`config.mk`:
```
export PLATFORM = sky130hd
export DESIGN_NAME = expr_result_unpacker_flat
export DESIGN_NICKNAME = d
export VERILOG_FILES = /design/src/rtl/expr_result_unpacker_if.sv /design/src/rtl/expr_result_unpacker.sv /design/src/flat_wrapper.sv
export SDC_FILE = /design/constraint.sdc
export NUM_CORES = 1
export LEC_CHECK = 0
export ABC_AREA = 1
export CAP_MARGIN = 20
export CELL_PAD_IN_SITES_DETAIL_PLACEMENT = 0
export CELL_PAD_IN_SITES_GLOBAL_PLACEMENT = 1
export CORE_ASPECT_RATIO = 0.7
export CORE_MARGIN = 1.5
export CORE_UTILIZATION = 25
export CTS_BUF_LIST = sky130_fd_sc_hd__clkbuf_8
export CTS_CLUSTER_DIAMETER = 120
export DETAILED_ROUTE_END_ITERATION = 6
export PLACE_DENSITY = 0.53
export SYNTH_ARGS = -nofsm -noshare
export SYNTH_HDL_FRONTEND = slang
export SYNTH_SLANG_ARGS = --single-unit
```
`constraint.sdc`:
```
create_clock -name clk -period 3.8 [get_ports clk]
set_input_delay 0.38 -clock clk [delete_from_list [all_inputs] [get_ports clk]]
set_output_delay 0.38 -clock clk [all_outputs]
set_load 0.005 [all_outputs]
```
`src/rtl/expr_result_unpacker_if.sv`:
```
// Handshake bundle for the expression-result unpacker: packed word in, fields out.
interface expr_result_unpacker_if #(
    parameter int unsigned OUT_W = 8
);
    logic             in_valid;
    logic             in_ready;
    logic [89:0]      in_word;
    logic             out_valid;
    logic             out_ready;
    logic [4:0]       out_idx;
    logic [OUT_W-1:0] out_data;
    logic             out_signed;
    logic             out_last;

    // Producer of packed words and consumer of fields
    modport master (
        output in_valid, in_word, out_ready,
        input  in_ready, out_valid, out_idx, out_data, out_signed, out_last
    );

    // The unpacker itself
    modport slave (
        input  in_valid, in_word, out_ready,
        output in_ready, out_valid, out_idx, out_data, out_signed, out_last
    );
endinterface

```
`src/rtl/expr_result_unpacker.sv`:
```
// Streams the 18 fields of a 90-bit packed expression result, y0 first, one per
// accepted cycle. Field widths cycle 4,5,6; groups 1, 3 and 5 (of three) are signed.
module expr_result_unpacker #(
    parameter int unsigned OUT_W = 8
) (
    input logic                   clk,
    input logic                   rst_n,
    expr_result_unpacker_if.slave bus
);
    localparam logic [0:0] IDLE = 1'b0;
    localparam logic [0:0] EMIT = 1'b1;

    logic [0:0]  state_q, state_d;
    logic [4:0]  idx_q, idx_d;
    logic [89:0] sr_q, sr_d;

    logic [2:0]       fld_w;
    logic             fld_signed;
    logic             fld_last;
    logic [OUT_W-1:0] fld_ext;

    // Field geometry decoded from the current index
    always_comb begin
        fld_w      = 3'd4 + 3'(idx_q % 5'd3);
        fld_signed = idx_q inside {[5'd3:5'd5], [5'd9:5'd11], [5'd15:5'd17]};
        fld_last   = (idx_q == 5'd17);
    end

    // Extract the current field from the top of sr and widen it
    always_comb begin
        fld_ext = '0;
        case (fld_w)
            3'd4: fld_ext = fld_signed ? {{(OUT_W-4){sr_q[89]}}, sr_q[89:86]}
                                       : {{(OUT_W-4){1'b0}}, sr_q[89:86]};
            3'd5: fld_ext = fld_signed ? {{(OUT_W-5){sr_q[89]}}, sr_q[89:85]}
                                       : {{(OUT_W-5){1'b0}}, sr_q[89:85]};
            default: fld_ext = fld_signed ? {{(OUT_W-6){sr_q[89]}}, sr_q[89:84]}
                                          : {{(OUT_W-6){1'b0}}, sr_q[89:84]};
        endcase
    end

    // Handshake and field outputs; a new word may land on the last field's edge
    always_comb begin
        bus.out_valid  = (state_q == EMIT);
        bus.in_ready   = (state_q == IDLE) || ((state_q == EMIT) && fld_last && bus.out_ready);
        bus.out_idx    = idx_q;
        bus.out_data   = fld_ext;
        bus.out_signed = fld_signed;
        bus.out_last   = fld_last;
    end

    // Next-state: load on input accept, shift out one field per output accept
    always_comb begin
        state_d = state_q;
        idx_d   = idx_q;
        sr_d    = sr_q;
        if (state_q == IDLE) begin
            if (bus.in_valid) begin
                state_d = EMIT;
                idx_d   = 5'd0;
                sr_d    = bus.in_word;
            end
        end else if (bus.out_ready) begin
            if (fld_last) begin
                if (bus.in_valid) begin
                    idx_d = 5'd0;
                    sr_d  = bus.in_word;
                end else begin
                    state_d = IDLE;
                    idx_d   = 5'd0;
                    sr_d    = sr_q << fld_w;
                end
            end else begin
                idx_d = idx_q + 5'd1;
                sr_d  = sr_q << fld_w;
            end
        end
    end

    // State registers with synchronous active-low reset
    always_ff @(posedge clk) begin
        if (!rst_n) begin
            state_q <= IDLE;
            idx_q   <= 5'd0;
            sr_q    <= '0;
        end else begin
            state_q <= state_d;
            idx_q   <= idx_d;
            sr_q    <= sr_d;
        end
    end
endmodule

```
`src/flat_wrapper.sv`:
```
// flat-port wrapper written by rule: the top's interface ports become plain ports
module expr_result_unpacker_flat 
#(
    parameter int unsigned OUT_W = 8
)
  (clk, rst_n, bus_in_valid, bus_in_word, bus_out_ready, bus_in_ready, bus_out_valid, bus_out_idx, bus_out_data, bus_out_signed, bus_out_last);
  expr_result_unpacker_if #(.OUT_W(OUT_W)) bus_i ();
  input logic clk;
  input logic rst_n;
  input wire logic [$bits(bus_i.in_valid)-1:0] bus_in_valid;
  input wire logic [$bits(bus_i.in_word)-1:0] bus_in_word;
  input wire logic [$bits(bus_i.out_ready)-1:0] bus_out_ready;
  output wire logic [$bits(bus_i.in_ready)-1:0] bus_in_ready;
  output wire logic [$bits(bus_i.out_valid)-1:0] bus_out_valid;
  output wire logic [$bits(bus_i.out_idx)-1:0] bus_out_idx;
  output wire logic [$bits(bus_i.out_data)-1:0] bus_out_data;
  output wire logic [$bits(bus_i.out_signed)-1:0] bus_out_signed;
  output wire logic [$bits(bus_i.out_last)-1:0] bus_out_last;
  assign bus_i.in_valid = bus_in_valid;
  assign bus_i.in_word = bus_in_word;
  assign bus_i.out_ready = bus_out_ready;
  assign bus_in_ready = bus_i.in_ready;
  assign bus_out_valid = bus_i.out_valid;
  assign bus_out_idx = bus_i.out_idx;
  assign bus_out_data = bus_i.out_data;
  assign bus_out_signed = bus_i.out_signed;
  assign bus_out_last = bus_i.out_last;
  expr_result_unpacker #(.OUT_W(OUT_W)) u_core (.clk(clk), .rst_n(rst_n), .bus(bus_i));
endmodule
```
* Yosys cells after proc, flatten, opt, wreduce, memory -nomap -nowiden
Index checks and enable logic that the tools add are counted.
** Word-level totals
- Output and inout bits :: 17
- Bits in writable memories :: 0
- Flip-flop bits (word level) :: 96
- Memories :: 0
- Input port bits :: 94
- Bits in read-only memories :: 0
- Logic and storage cells :: 44
- Bits in latches :: 0
** Cells by class
- Reductions and logical operators :: 9
- Shift operators :: 1
- Bitwise gates (word level) :: 1
- Mux-type cells :: 17
- Multiply operators :: 0
- Divide/modulo/power cells :: 1
- $lt $le $gt $ge :: 6
- Eq/ne operators :: 4
- $add $sub $neg :: 2
** Operators with widths (number)
- 2-to-1 mux 90 bit :: 5
- << shifter 90 x 3 -> 90 bit :: 1
- 2-to-1 mux 8 bit :: 3
- 2-to-1 mux 5 bit :: 4
- one-hot mux 8 bit (2 select lines) :: 1
- greater-or-equal comparator 5 x 4 -> 1 bit (second input constant) :: 2
- equality test 3 bit (second input constant) :: 2
- adder 5 x 1 -> 5 bit (second input constant) :: 1
- equality test 5 bit (second input constant) :: 1
- greater-or-equal comparator 5 x 2 -> 1 bit (second input constant) :: 1
- <= comparator 5 x 3 -> 1 bit (second input constant) :: 1
- <= comparator 5 x 4 -> 1 bit (second input constant) :: 1
- <= comparator 5 bit (second input constant) :: 1
- logical AND 1 bit :: 5
- modulo 5 x 2 -> 5 bit (second input constant) :: 1
- 2-to-1 mux 1 bit :: 4
- adder 3 bit (first input constant) :: 1
- nonzero test 3 bit :: 1
- != test 2 bit (second input constant) :: 1
- AND reduction 2 bit :: 1
- nonzero test 2 bit :: 1
- logical OR 1 bit :: 1
- NOT 1 bit :: 1

* Depth between registers and ports, before layout
Gate-level depths: netlist of the first run.
- Depth in word-level cells :: 7
- Mapped depth :: 29
- Gate-level depth less buffers :: 27

* Least setup slack after synthesis of the first run
No wires, ideal clock.
- Kind :: register to output
- From :: reg u_core.idx_q[1], in the netlist u_core.bus.out_idx[1]
- To :: out bus_out_data[0]
- Stages on the path, launching flop included :: 23
- Buffers on the path :: 2
- Data required time :: 3.420 ns
- Arrival time :: 3.147 ns
- Path slack :: 0.273 ns
- Cells stage by stage :: dfxtp_1 -> clkbuf_1 -> inv_1 -> ha_1 -> nand2_1 -> inv_1 -> nand2_1 -> nand3_1 -> nand2_1 -> clkinv_2 -> nand4_4 -> nand3_4 -> nand2_1 -> nand2_1 -> ha_1 -> inv_1 -> nand3_4 -> o21ai_1 -> nand2_1 -> buf_2 -> nor2_2 -> nor2_1 -> a31oi_1
** On the way
- Longest elaborated chain between the ends :: 4
- Elaborated cells on any way between the ends :: 5
- Classes of those cells :: add/sub: 1; div: 1; eq/ne: 2; mux: 1
** RTL lines
- from (decl) :: line expr_result_unpacker.sv:14 : logic [4:0] idx_q, idx_d;
- from (signal assigned) :: line expr_result_unpacker.sv:88 : idx_q <= idx_d;
- modulo 5 x 2 -> 5 bit * :: line expr_result_unpacker.sv:24 : fld_w = 3'd4 + 3'(idx_q % 5'd3);
- adder 3 bit * :: line expr_result_unpacker.sv:24
- equality test 3 bit :: line expr_result_unpacker.sv:32 : case (fld_w)
- one-hot mux 8 bit (2 select lines) * :: line expr_result_unpacker.sv:32
- to (decl) :: line flat_wrapper.sv:16 : output wire logic [$bits(bus_i.out_data)-1:0] bus_out_data;
Every way passes the cells marked *; elsewhere a longest branch is shown, timed or not.

* Final worst setup path of the first run
- From :: reg u_core.idx_q[0], in the netlist u_core.bus.out_idx[0]
- To :: out bus_out_data[2]
Same word-level chain as after synthesis.

==> flow_summary_export.csv, run 1 <==
group,metric,value,unit
outcome,status,"finished clean",
worst_setup_path,crit_family,"simple AND/OR/NAND/NOR gates",
routing,wirelength,32.31,mm
routing,drt_iter0_drc,689,
cts,clockBufferDepth,2,
routing,num_vias,9474,
synthesis,yosysTopAreaCellShare,22.71,%
final_layout,drive_gt1_share,8.966,%
synthesis,yosysWarningCount,0,
worst_setup_path,rrSetupSlack,0.23,ns
sta,finalSetupViolCount,0,
floorplanning,placeableCoreArea,0.03342,mm²
power,power_frac_comb,32.0,%
sta,drv_slew,0,
place,dpl_cell_area,0.009997,mm²
worst_setup_path,reg2reg_depth,27,
routing,post-route-drc-count,0,
worst_setup_path,path_cells,"inv_1 -> ha_1 -> nand2_1 -> inv_1 -> nand2_1 -> nand2_1 -> nand2_2 -> nand3_4 -> nand4_4 -> nand3_4 -> nand2_2 -> nand2_2 -> ha_1 -> inv_2 -> nand3_4 -> nor2_4 -> nor2_4 -> nor2_4 -> buf_6 -> nor2_2 -> a31oi_2 -> clkdlybuf4s15_1",
synthesis,syn_inst,1394,
synthesis,synth-seq-cells,96,
worst_setup_path,required,3.42,ns
synthesis,synth_cell_types,37,
worst_setup_path,r2r-start,"u_core.bus.out_idx[0]$_SDFFE_PN0P_",
synthesis,synthesis.area,0.008463,mm²
power,leakagePower,4.576,nW
routing,via_per_inst,4.997,
cts,cts_hold_buffers,0,
worst_setup_path,worstPathMaxFanout,6,
cts,cts_buffers,9,
final_layout,post-route-util,31.57,%
final_layout,finalInstanceArea,0.01055,mm²
synthesis,synthTopCellsByArea,"dfxtp_1 (23%), nand3_1 (18%), o211ai_1 (14%)",
worst_setup_path,rr_endpoint,"u_core.sr_q[87]$_SDFFE_PN0P_",
sta,tightestPinTransition,1.066,ns
place,routabilityCongestion,0.7882,
floorplanning,die_x,222.9,µm
sta,finClkSkew,0.01419,ns
routing,antenna_left,0,
worst_setup_path,max_stage_delay,0.34,ns
worst_setup_path,worstSetupEndpoint,"bus_out_data[2]",
grt,overflow,0,
routing,wl_met1,17.93,mm
power,seqPwrFrac,39.8,%
min_path,hp-class,"in -> reg",
power,p_sw,1.090,mW
power,power.share.clock,28.2,%
power,swShare,36.60,%
worst_setup_path,path_depth,22,
floorplanning,io_pins,111,
sta,fin_crit,3.653,ns
worst_setup_path,crit_type,"reg -> out",
sta,fmaxAchievable,0.2738,GHz
floorplanning,initial_core_util,25.32,%
synthesis,yosysSeqAreaShare,22.71,%
worst_setup_path,path_buf_inv,5,
worst_setup_path,cp-end-kind,"output pin",
grt,grt_usage,17.90,%
place,place_hpwl,21.22,mm
floorplanning,die_area,0.03498,mm²
sta,finalHoldViolCount,0,
cts,htreeDepth,3,
synthesis,yosys.area.top_type,"dfxtp_1",
cts,cts_root_buffer,"clkbuf_8",
floorplanning,fp.dieH,156.9,µm
final_layout,n_antenna_cell,0,
synthesis,syn_nets,1496,
grt,grt_pass1_wl,49.56,mm
cts,cts_tree,"built",
grt,grt_pass1_vias,8875,
final_layout,syn_to_final_growth,24.66,%
worst_setup_path,start_kind,"register",
worst_setup_path,cp_slowest_cell,"dfxtp_2",
worst_setup_path,cp_data_arrival_time,3.27,ns
routing,dr.pass1.iters,5,
floorplanning,row_count,56,
routing,wl_met3,1.253,mm
sta,min_period_over_period,96.12,%
place,io_buffer_count,110,
worst_setup_path,cp-startpoint,"u_core.bus.out_idx[0]$_SDFFE_PN0P_",
routing,top_layer_used,"met4",
grt,antenna_found_initial,0,
grt,grt_max_degree,97,
routing,dr_wl_met2,12.88,mm
flow_run,drv_cap,0,
final_layout,nNetsFinal,1559,
power,internal_power,1.888,mW
cts,worstSkewPairLatency,0.43,ns
synthesis,synth_area_per_cell,6.071,µm²
cts,path_clk_slew,0.11,ns
power,power,2.978,mW
sta,rsz0062_at_grt,"true",
cts,clock_sinks,96,
power,powerDensity,282.3,mW/mm²
routing,drt-wirelength-per-cell,17.04,µm
sta,relSlewSlack,28.93,%
power,max-vdd-ir-drop,0.0001641,V
sta,setup_tns,0,ns
## Yosys cell counts (all sizes together)
library cell and instances:
ha 8, nand3 306, o21ai 93, or2 10, o22ai 2, dfxtp 96
nor2 17, clkbuf 46, o21bai 1, inv 259, a21oi 100, nand2 219
buf 59, a31oi 7, or3b 1, a32o 1, o211ai 156, nand4 8
a221oi 1, xor2 2, clkinv 2
## tightest hold or removal path, stage by stage
cell	delay [ns]
buf_2	0.34
nand3_1	0.19
inv_1	0.03
## state kept, by name (all words and copies together), names as in the netlist
| signal | flops |
|---|---|
| u_core.bus.out_idx | 5 |
| u_core.sr_q | 90 |
| u_core.bus.out_valid | 1 |
## logic make-up (layout without fill, tap and decap cells)
logic type / count (synthesis) / count (layout) / share of synthesized area, %
AND/OR/NAND/NOR: 561 / 562 / 31.53
buffers and inverters: 366 / 432 / 17.79
AO/OA/AOI/OAI: 361 / 361 / 26.58
flip-flops: 96 / 96 / 22.71
adder cells (fa/ha/maj): 8 / 8 / 1.183
XOR/XNOR: 2 / 2 / 0.2070
## layout make-up
cell class | instances | area, µm²
fill | 3761 | 22870
timing repair buffer | 156 | 1653
clock inverter | 4 | 68.82
tap | 435 | 544.3
inverter | 261 | 985.9
multi-input combinational | 933 | 5223
clock buffer | 11 | 151.4
sequential | 96 | 1924
## layer usage
layer  vias up  global-route usage [%]
li1       4855                       -
met1      4419                   27.56
met2       185                   25.46
met3        15                   3.285
met4         0                   3.466
met5         -                       0
## worst min-delay path by stage
stage	start	to	slack (ns)	depth (start not counted)
after detailed placement	u_core.sr_q[2]$_SDFFE_PN0P_	u_core.sr_q[2]$_SDFFE_PN0P_	0.56	2
final	rst_n	u_core.sr_q[81]$_SDFFE_PN0P_	0.57	3
after floorplan	u_core.sr_q[0]$_SDFFE_PN0P_	u_core.sr_q[0]$_SDFFE_PN0P_	0.48	2
after CTS	rst_n	u_core.sr_q[81]$_SDFFE_PN0P_	0.53	3
after global placement	u_core.sr_q[2]$_SDFFE_PN0P_	u_core.sr_q[2]$_SDFFE_PN0P_	0.56	2
after global routing	rst_n	u_core.sr_q[81]$_SDFFE_PN0P_	0.56	3
## per-stage QoR
stage	worst slack, ns	cells	hold WS [ns]
floorplan	0.2730	1394	0.4798
global placement	0.1357	1866	0.5552
detailed placement	0.08551	1866	0.5564
CTS	0.001759	1886	0.5266
global route	-0.1324	1896	0.5647
finish	0.1473	1896	0.5662
## power by group through the flow
stage               Clock [mW]  Combinational (mW)  Sequential [mW]
floorplan                    0               0.607             1.18
global placement             0               0.907             1.21
detailed placement           0               0.911             1.21
CTS                      0.881               0.919             1.18
global route             0.904                1.07             1.20
finish                   0.841               0.952             1.19
## placed cells by master, fill, tap and decap left out, types with 4 or more instances in the layout
cell type / n
o21ai_4: 6
buf_6: 6
inv_2: 4
buf_2: 4
dfxtp_1: 94
nand4_1: 6
inv_1: 255
a31oi_2: 4
o21ai_0: 86
ha_1: 8
nand2_1: 202
nor2_1: 9
buf_12: 9
nand3_1: 300
nand2_2: 11
or2_2: 10
buf_4: 25
o211ai_1: 153
a21oi_1: 100
nor2_4: 5
nand2_4: 6
clkdlybuf4s50_1: 103
clkbuf_8: 11
## repair_timing
action	CTS	global route
gates resized for setup	17	37
pin swaps	3	10
endpoints found under the setup margin	6	89
setup buffers	4	4
gates cloned	1	6
Power figures use the tool's default switching activity.
==> run 2: changes to the inputs <==
- PLACE_DENSITY: 0.53 -> unset
- PLACE_DENSITY_LB_ADDON: unset -> 0.1
==> run 2 against run 1 <==
  * Global-route usage up 0.067 points
  * Clock skew up 0.0041 ns
  * Clock power down 7.4%
  * Worst hold slack worse by 0.038 ns
  * Final cell count up 0.37%
  * Die area unchanged
  * Critical path depth up 1
  * First-iteration DRC count down 10%
  * Cell area up 0.20%
  * Via count down 1.4%
  * Maximum frequency up 0.64%
  * Clock-buffer cell count unchanged
  * Critical path type unchanged
==> flow_summary_export.csv, run 2 (synthesis gave the netlist of run 1 again) <==
group,metric,value,unit
routing,post-route-drc-count,0,
final_layout,n_antenna_cell,0,
flow_run,drv_cap,0,
min_path,min_to,"u_core.sr_q[0]$_SDFFE_PN0P_",
worst_setup_path,cp_data_arrival_time,3.25,ns
worst_setup_path,worstPathMaxFanout,5,
routing,antenna_left,0,
worst_setup_path,path_cells,"inv_2 -> ha_4 -> nand2_1 -> inv_1 -> nand2_1 -> nand2_1 -> nand2_2 -> nand2_2 -> nand2_4 -> nand4_4 -> nand4_1 -> nand2_2 -> ha_4 -> inv_4 -> nand3_4 -> buf_6 -> o21ai_4 -> nand2_4 -> nor2_4 -> buf_6 -> nor2_1 -> a31oi_1 -> buf_2",
worst_setup_path,r2r-start,"u_core.bus.out_idx[1]$_SDFFE_PN0P_",
final_layout,largest_register_ffs,90,
floorplanning,initial_core_util,25.32,%
grt,grt_pass1_wl,49.53,mm
power,max-vdd-ir-drop,0.0001550,V
sta,finalSetupViolCount,0,
final_layout,nFillCells,3667,
sta,tightestPinTransition,1.008,ns
power,leakagePower,4.587,nW
sta,setup_tns,0,ns
sta,rsz0062_at_grt,"true",
final_layout,drive_gt1_share,9.741,%
grt,grt_usage,17.97,%
sta,fmaxAchievable,0.2755,GHz
floorplanning,die_area,0.03498,mm²
sta,finalHoldViolCount,0,
worst_setup_path,cp_slowest_cell,"dfxtp_2",
sta,finClkSkew,0.01830,ns
place,routabilityCongestion,0.8176,
min_path,hp-start,"u_core.sr_q[0]$_SDFFE_PN0P_",
grt,antenna_found_initial,0,
worst_setup_path,max_stage_delay,0.35,ns
worst_setup_path,cp-startpoint,"u_core.bus.out_idx[1]$_SDFFE_PN0P_",
min_path,hp-class,"reg -> reg",
final_layout,top_register,"u_core.sr_q",
worst_setup_path,cp-end-kind,"output pin",
routing,num_vias,9346,
cts,clock_sinks,96,
cts,cts_tree,"built",
routing,dr.pass1.iters,5,
final_layout,nNetsFinal,1565,
outcome,status,"finished clean",
sta,relSlewSlack,32.83,%
floorplanning,fp.dieH,156.9,µm
routing,drt-wirelength-per-cell,16.77,µm
routing,wirelength,31.91,mm
floorplanning,row_count,56,
final_layout,multi_input_area,0.005224,mm²
sta,min_period_over_period,95.52,%
cts,cts_buffers,9,
power,powerDensity,274.4,mW/mm²
cts,path_clk_slew,0.12,ns
cts,htreeDepth,3,
worst_setup_path,reg2reg_depth,27,
final_layout,final_common_cell,"nand3_1",
place,place_hpwl,21.70,mm
final_layout,syn_to_final_growth,24.91,%
final_layout,final_cell_mix,"nand3_1 (300), inv_1 (251), nand2_1 (202)",
grt,grt_pass1_vias,8538,
routing,via_per_inst,4.911,
worst_setup_path,start_kind,"register",
worst_setup_path,required,3.42,ns
cts,cts_root_buffer,"clkbuf_8",
floorplanning,placeableCoreArea,0.03342,mm²
floorplanning,die_x,222.9,µm
min_path,hold_depth,2,
sta,fin_crit,3.630,ns
floorplanning,io_pins,111,
routing,drt_iter0_drc,619,
grt,grt_max_degree,95,
place,io_buffer_count,110,
worst_setup_path,rrSetupSlack,0.26,ns
grt,overflow,0,
final_layout,register_area,0.001926,mm²
cts,clockBufferDepth,2,
final_layout,post-route-util,31.63,%
cts,worstSkewPairLatency,0.44,ns
worst_setup_path,crit_type,"reg -> out",
sta,drv_slew,0,
worst_setup_path,rr_endpoint,"u_core.sr_q[68]$_SDFFE_PN0P_",
[run 2: cell count changes in the layout (fill, tap and decap cells not counted), moves of 3 or more]
cell	change
ha_1	-3
ha_4	+3
buf_12	-3
buf_4	+10
inv_1	-4
[run 2: area by class of cell]
class,instances,area share (%)
multi-input cells,932,49.41
well taps,435,5.149
clock inverters,5,0.5208
inverters,261,9.350
flip-flops and latches,96,18.22
clock buffers,11,1.432
repair buffers,163,15.92
[run 2: worst max path at each step]
stage          slack [ns]                            to
2_1_floorplan        0.27               bus_out_data[0]
3_3_place_gp         0.13               bus_out_data[0]
3_5_place_dp         0.11  u_core.sr_q[58]$_SDFFE_PN0P_
4_1_cts             -0.17               bus_out_data[0]
5_1_grt             -0.04               bus_out_data[2]
6_report             0.17               bus_out_data[2]
[run 2: repair_timing]
| item | in CTS | in global routing |
|---|---|---|
| resized for setup | 22 | 38 |
| endpoints found under the setup margin | 6 | 73 |
| pin swaps | 7 | 21 |
| setup buffers | 2 | 13 |
| cloned | 0 | 4 |
| hold buffers | 0 | 0 |
[run 2: per-layer routing]
layer / part of all wire [%] / track usage (%) / routed length [µm]
met5: 0 / 0 / 0
met2: 39 / 24.57 / 12530
met4: 0.86 / 3.531 / 275
met1: 56 / 28.49 / 17760
met3: 4.2 / 3.155 / 1347
[run 2: metrics by stage]
step | hold WS, ns | setup slack (ns) | instance area (µm²) | std cells | total power, mW
floorplan | 0.4798 | 0.2730 | 8463 | 1394 | 1.784
global placement | 0.5095 | 0.1312 | 9987 | 1868 | 2.118
detailed placement | 0.5141 | 0.1127 | 9987 | 1868 | 2.113
CTS | 0.5314 | -0.1724 | 10290 | 1886 | 2.926
global route | 0.5744 | -0.04418 | 10570 | 1903 | 3.126
finish | 0.5279 | 0.1704 | 10570 | 1903 | 2.900
[run 2: power by group]
| part | internal, mW | switching (mW) | leakage [nW] |
|---|---|---|---|
| registers | 1.10 | 0.0828 | 0.797 |
| clock network | 0.338 | 0.441 | 0.101 |
| logic | 0.380 | 0.555 | 3.69 |
[run 2: critical path: cells and delay by family, from the launching register on]
kind            cells  cell delay, ns
fa+ha+maj           2            0.32
simple gates       13            1.24
flops               1            0.35
compound gates      2            0.35
buf+inv             6            0.58
==> RTL edit 1, RTL diff (settings of run 1) <==
`OUT_W` is set to 8 in 3 places; all go to 6.
--- a/src/rtl/expr_result_unpacker_if.sv
+++ b/src/rtl/expr_result_unpacker_if.sv
@@ -1,6 +1,6 @@
 // Handshake bundle for the expression-result unpacker: packed word in, fields out.
 interface expr_result_unpacker_if #(
-    parameter int unsigned OUT_W = 8
+    parameter int unsigned OUT_W = 6
 );
     logic             in_valid;
     logic             in_ready;
--- a/src/rtl/expr_result_unpacker.sv
+++ b/src/rtl/expr_result_unpacker.sv
@@ -1,7 +1,7 @@
 // Streams the 18 fields of a 90-bit packed expression result, y0 first, one per
 // accepted cycle. Field widths cycle 4,5,6; groups 1, 3 and 5 (of three) are signed.
 module expr_result_unpacker #(
-    parameter int unsigned OUT_W = 8
+    parameter int unsigned OUT_W = 6
 ) (
     input logic                   clk,
     input logic                   rst_n,
--- a/src/flat_wrapper.sv
+++ b/src/flat_wrapper.sv
@@ -1,7 +1,7 @@
 // flat-port wrapper written by rule: the top's interface ports become plain ports
 module expr_result_unpacker_flat 
 #(
-    parameter int unsigned OUT_W = 8
+    parameter int unsigned OUT_W = 6
 )
   (clk, rst_n, bus_in_valid, bus_in_word, bus_out_ready, bus_in_ready, bus_out_valid, bus_out_idx, bus_out_data, bus_out_signed, bus_out_last);
   expr_result_unpacker_if #(.OUT_W(OUT_W)) bus_i ();
Ports: changed (resized bus_out_data); port bits go from 111 to 109. The function was not compared with the original's and may differ.
==> RTL edit 1 against run 1 <==
The flow now finishes with violations (design-rule violations); synthesized area shrank 1.8%; worst hold slack worse by 120 ps; first-iteration DRC count is 4.4% lower; cell area shrank 3.5%; total power is 1.7% lower; fmax rose by 2.3%; register-to-register slack better by 70 ps; sequential share of layout area grew 0.67 points; setup slack better by 81 ps; die area is 1.8% lower; clock skew is 4.6 ps higher; sequential cell count is the same; clock power hardly changed; wire length decreased by 6.4%; critical endpoint unchanged.
==> RTL edit 1: results (changes against run 1) <==
** Logic synthesis
- Cell types with the largest area share after synthesis: sky130_fd_sc_hd__dfxtp_1 (23%), sky130_fd_sc_hd__nand3_1 (19%), sky130_fd_sc_hd__inv_1 (10%) (was sky130_fd_sc_hd__dfxtp_1 (23%), sky130_fd_sc_hd__nand3_1 (18%), sky130_fd_sc_hd__o211ai_1 (14%)).
- Post-synth top cells: sky130_fd_sc_hd__nand3_1 (312), sky130_fd_sc_hd__inv_1 (228), sky130_fd_sc_hd__nand2_1 (223) (was sky130_fd_sc_hd__nand3_1 (303), sky130_fd_sc_hd__inv_1 (256), sky130_fd_sc_hd__nand2_1 (210)).
- The mean area per synthesized cell came to 6.04 µm² (was 6.07 µm²).
- Netlist cell types :: 34 (was 37)

** Placement
- DP HPWL :: 19,900 µm (was 21,200 µm)
- Port buffer count :: 108 (was 110)
- The placed standard-cell area is 9740 µm² (was 10000 µm²).

** STA
- The achievable frequency was 280 MHz (was 274 MHz).
- The post-route worst hold slack was 442 ps (was 566 ps).
- The setup clock skew after layout is 18.8 ps (was 14.2 ps).
- The worst slew margin relative to its limit is 0.357 (was 0.289).

** Worst hold path
- Endpoint with the worst hold slack :: u_core.sr_q[3] (was u_core.sr_q[81])

** Global route
- First-pass GRT wire length :: 48,400 µm (was 49,600 µm)
- Number of global-route vias before repair :: 8,832 (was 8,875)
- The maximum number of pins on one net before global-route repair came to 86 (was 97).

** Detailed routing
- Number of remaining DRC errors :: 7 (was 0)
- First-iteration detailed-routing DRC count :: 659 (was 689)
- Via/cell ratio :: 4.86 (was 5.00)
- Average wire length per cell after detail routing :: 16.2 µm (was 17.0 µm)
- First-pass iteration count of the detailed router :: 7 (was 5)
- The aggregate routed wire length is 30,200 µm (was 32,300 µm).

** Run status
- Run status: complete, but fails checks (was finished clean).
- Failing checks :: design-rule violations

** Critical path
- Worst reg2reg path endpoint :: u_core.sr_q[29] (was u_core.sr_q[87])
- The depth of the most critical reg-to-reg path was 30 (was 27).
- The setup slack of the worst register-to-register path is 300 ps (was 230 ps).

** Power
- Maximum resistive drop on vdd :: 0.147 mV (was 0.164 mV)
- The switching power as a share of total power came to 0.359 (was 0.366).

** Layout
- Share of layout cells above drive strength 1 :: 0.0891 (was 0.0897)
- The number of nets in the layout was 1,534 (was 1,559).
RTL edit 1: area by class of cell:
cell class                 instances  area, µm²
fill                            3704      22400
multi-input combinational        943       5120
sequential                        96       1930
timing repair buffer             148       1480
inverter                         234        885
tap                              427        534
clock buffer                      11        151
clock inverter                     5       78.8
antenna                            1       2.50
RTL edit 1: routing by layer:
metal,global-route usage,wire length [µm],vias to the layer above
li1,-,-,4726
met4,0.0401,353,0
met1,0.244,15400,4166
met3,0.0322,1130,18
met2,0.288,13300,150
met5,0,0,-
RTL edit 1: timing repair:
action                                  4_1_cts  5_1_grt
hold buffers                                  0        0
endpoints found under the hold margin         0        0
endpoints found under the setup margin        6       83
buffers inserted                             13        3
pin swaps                                    10        6
gates resized for setup                      20       22
RTL edit 1: logic make-up (layout without fill, tap and decap cells):
kind of cell | after synthesis | after routing | share of synthesized area
AND/OR/NAND/NOR | 608 | 608 | 0.345
buffers and inverters | 336 | 398 | 0.170
AO/OA/AOI/OAI | 326 | 326 | 0.241
flip-flops | 96 | 96 | 0.231
adder cells (fa/ha/maj) | 8 | 8 | 0.0120
XOR/XNOR | 1 | 1 | 0.00105
other | 0 | 1 | 0
RTL edit 1: worst min-delay path, delay by kind of cell:
kind,cells,cell delay [ps]
buffers and inverters,1,250
AO/OA/AOI/OAI,2,190
RTL edit 1: power groups by stage:
stage	clock, µW	sequential [µW]	combinational [µW]
after detailed placement	0	1200	911
after global routing	922	1190	1040
after CTS	899	1170	919
after global placement	0	1200	914
after floorplan	0	1170	617
final	842	1180	911
==> RTL edit 2, RTL diff (config.mk and constraints of run 1) <==
Made on the original files. Compare `idx_q` against `5'd17` with >= in place of ==.
--- a/src/rtl/expr_result_unpacker.sv
+++ b/src/rtl/expr_result_unpacker.sv
@@ -23,7 +23,7 @@
     always_comb begin
         fld_w      = 3'd4 + 3'(idx_q % 5'd3);
         fld_signed = idx_q inside {[5'd3:5'd5], [5'd9:5'd11], [5'd15:5'd17]};
-        fld_last   = (idx_q == 5'd17);
+        fld_last   = (idx_q >= 5'd17);
     end
 
     // Extract the current field from the top of sr and widen it
Behaviour: same outputs for any inputs over 10 cycles, from zero or initial values and one cycle with rst_n low; that may be too few to reach the edited logic, so the function may still have changed.
==> RTL edit 2 against run 1 <==
Via count rose by 1.3%; total power shrank 4.4%; setup slack better by 53 ps; wire length increased by 3.1%; non-clock buffer count grew 7; critical path type unchanged; first-iteration DRC count increased by 18%; worst hold slack got worse by 27 ps; cell area fell by 4.5%; sequential cell count is the same; synthesized area down 3.2%; die area shrank 3.1%.
==> RTL edit 2: results (changes against run 1) <==
** Layout
- The number of signal-net buffers in the layout is 163 (was 156).
- Clock buffer instance count of the final layout :: 9 (was 11)
- Clock network area share :: 0.0195 (was 0.0209)
- The non-filler instance count after layout was 1,900 (was 1,896).
- Share of layout cells above drive strength 1 :: 0.0815 (was 0.0897)
- Multi-input combinational cell count :: 1,001 (was 933)
- Share of cell area taken by multi-input logic gates :: 0.508 (was 0.495)
- Non-clock inverters :: 197 (was 261)
- Post-route cell area :: 10,100 µm² (was 10,600 µm²)
- The data-path buffer share of cell area in the final layout came to 0.155 (was 0.157).

** Worst hold path
- The instance count along the most critical hold path was 2 (was 3).
- Tightest Hold Check Type :: reg2reg (was in2reg)

** STA
- Setup TNS after final layout :: 0 ps (unchanged)
- The worst slew margin relative to its limit was 0.302 (was 0.289).
- Highest clock frequency the design can meet :: 278 MHz (was 274 MHz)

** Power
- The worst ir drop on vdd is 0.151 mV (was 0.164 mV).
- Leakage Power :: 0.00478 µW (was 0.00458 µW)

** Detailed routing
- First-iteration detailed-routing DRC count :: 812 (was 689)
- The mean number of vias per cell came to 5.05 (was 5.00).
- Sum of routed wire segments on met1 :: 17,800 µm (was 17,900 µm)
- The aggregate routed wire length was 33,300 µm (was 32,300 µm).
- The sum of met2 wire segment lengths after detailed routing is 13,400 µm (was 12,900 µm).
- Routed wl met3 :: 1740 µm (was 1250 µm)

** Placement
- The routability congestion estimate from global placement came to 0.793 (was 0.788).
- The final HPWL from detailed placement came to 22,100 µm (was 21,200 µm).
- The pre-CTS setup slack came to 106 ps (was 85.5 ps).
- The placed standard-cell area came to 9700 µm² (was 10000 µm²).

** Logic synthesis
- Post-synth top cells :: sky130_fd_sc_hd__nand3_1 (587), sky130_fd_sc_hd__inv_1 (194), sky130_fd_sc_hd__nand2_1 (159) (was sky130_fd_sc_hd__nand3_1 (303), sky130_fd_sc_hd__inv_1 (256), sky130_fd_sc_hd__nand2_1 (210))
- Mapped Cells :: 1,405 (was 1,394)
- Netlist cell types :: 34 (was 37)
- The share of the yosys chip area belonging to registers came to 0.235 (was 0.227).
- Commonest register cell after synthesis :: sky130_fd_sc_hd__dfxtp_1 (unchanged)
- Syn Nets :: 1,507 (was 1,496)

** Critical path
- The end of the worst register-to-register path is u_core.sr_q[54] (was u_core.sr_q[87]).
- The signal arrival time at the worst endpoint is 3220 ps (was 3270 ps).
- Setup slack of the worst register-to-register path :: 310 ps (was 230 ps)
- The endpoint of the worst setup timing path was bus_out_data[1] (was bus_out_data[2]).

** Run status
- Run status: finished clean (unchanged).

** Clock network
- Clock Latency Late Sink :: 410 ps (was 430 ps)

** Global route
- Number of global-route vias before repair :: 8,937 (was 8,875)
- GRT Total Usage :: 0.197 (was 0.179)

** Floorplan
- Cell Rows :: 55 (was 56)
## RTL edit 2: cell count changes after synthesis, moves of 9 or more
cell | run 1 | this run
sky130_fd_sc_hd__inv_1 | 256 | 194
sky130_fd_sc_hd__nand2_1 | 210 | 159
sky130_fd_sc_hd__or2_2 | 10 | 1
sky130_fd_sc_hd__clkbuf_1 | 46 | 55
sky130_fd_sc_hd__nand3_1 | 303 | 587
sky130_fd_sc_hd__o211ai_1 | 153 | 1
## RTL edit 2: repair_timing
item	in CTS	in global routing
endpoints found under the setup margin	6	69
pin swaps	8	13
cloned	1	0
resized for setup	29	25
setup buffers	6	5
## RTL edit 2: critical path: cells and delay by family, from the launching register on
kind | cells | cell delay (ps)
flip-flops | 1 | 330
buffers and inverters | 6 | 620
adder cells (fa/ha/maj) | 2 | 350
AO/OA/AOI/OAI | 2 | 360
AND/OR/NAND/NOR | 14 | 1180
## RTL edit 2: how the worst min path moves through the flow
stage / endpoint / slack [ps]
floorplan: u_core.bus.out_valid / 510
global placement: u_core.bus.out_valid / 530
detailed placement: u_core.bus.out_valid / 510
CTS: u_core.bus.out_valid / 540
global route: u_core.bus.out_valid / 580
finish: u_core.bus.out_valid / 540
## RTL edit 2: report_power, final
| part | internal (µW) | total, µW | switching [µW] |
|---|---|---|---|
| Combinational | 352 | 909 | 557 |
| Sequential | 1100 | 1180 | 79.7 |
| Clock | 305 | 754 | 449 |
## RTL edit 2: logic make-up after synthesis
logic type      Yosys count  synth area share
compound gates          209             0.135
fa+ha+maj                 8            0.0122
buf+inv                 309             0.158
xor+xnor                  2           0.00214
simple gates            781             0.458
flops                    96             0.235
## RTL edit 2: layer usage
layer | vias to the layer above | track usage
met5 | - | 0
met2 | 261 | 0.279
met4 | 0 | 0.0333
met1 | 4421 | 0.310
li1 | 4890 | -
met3 | 23 | 0.0319
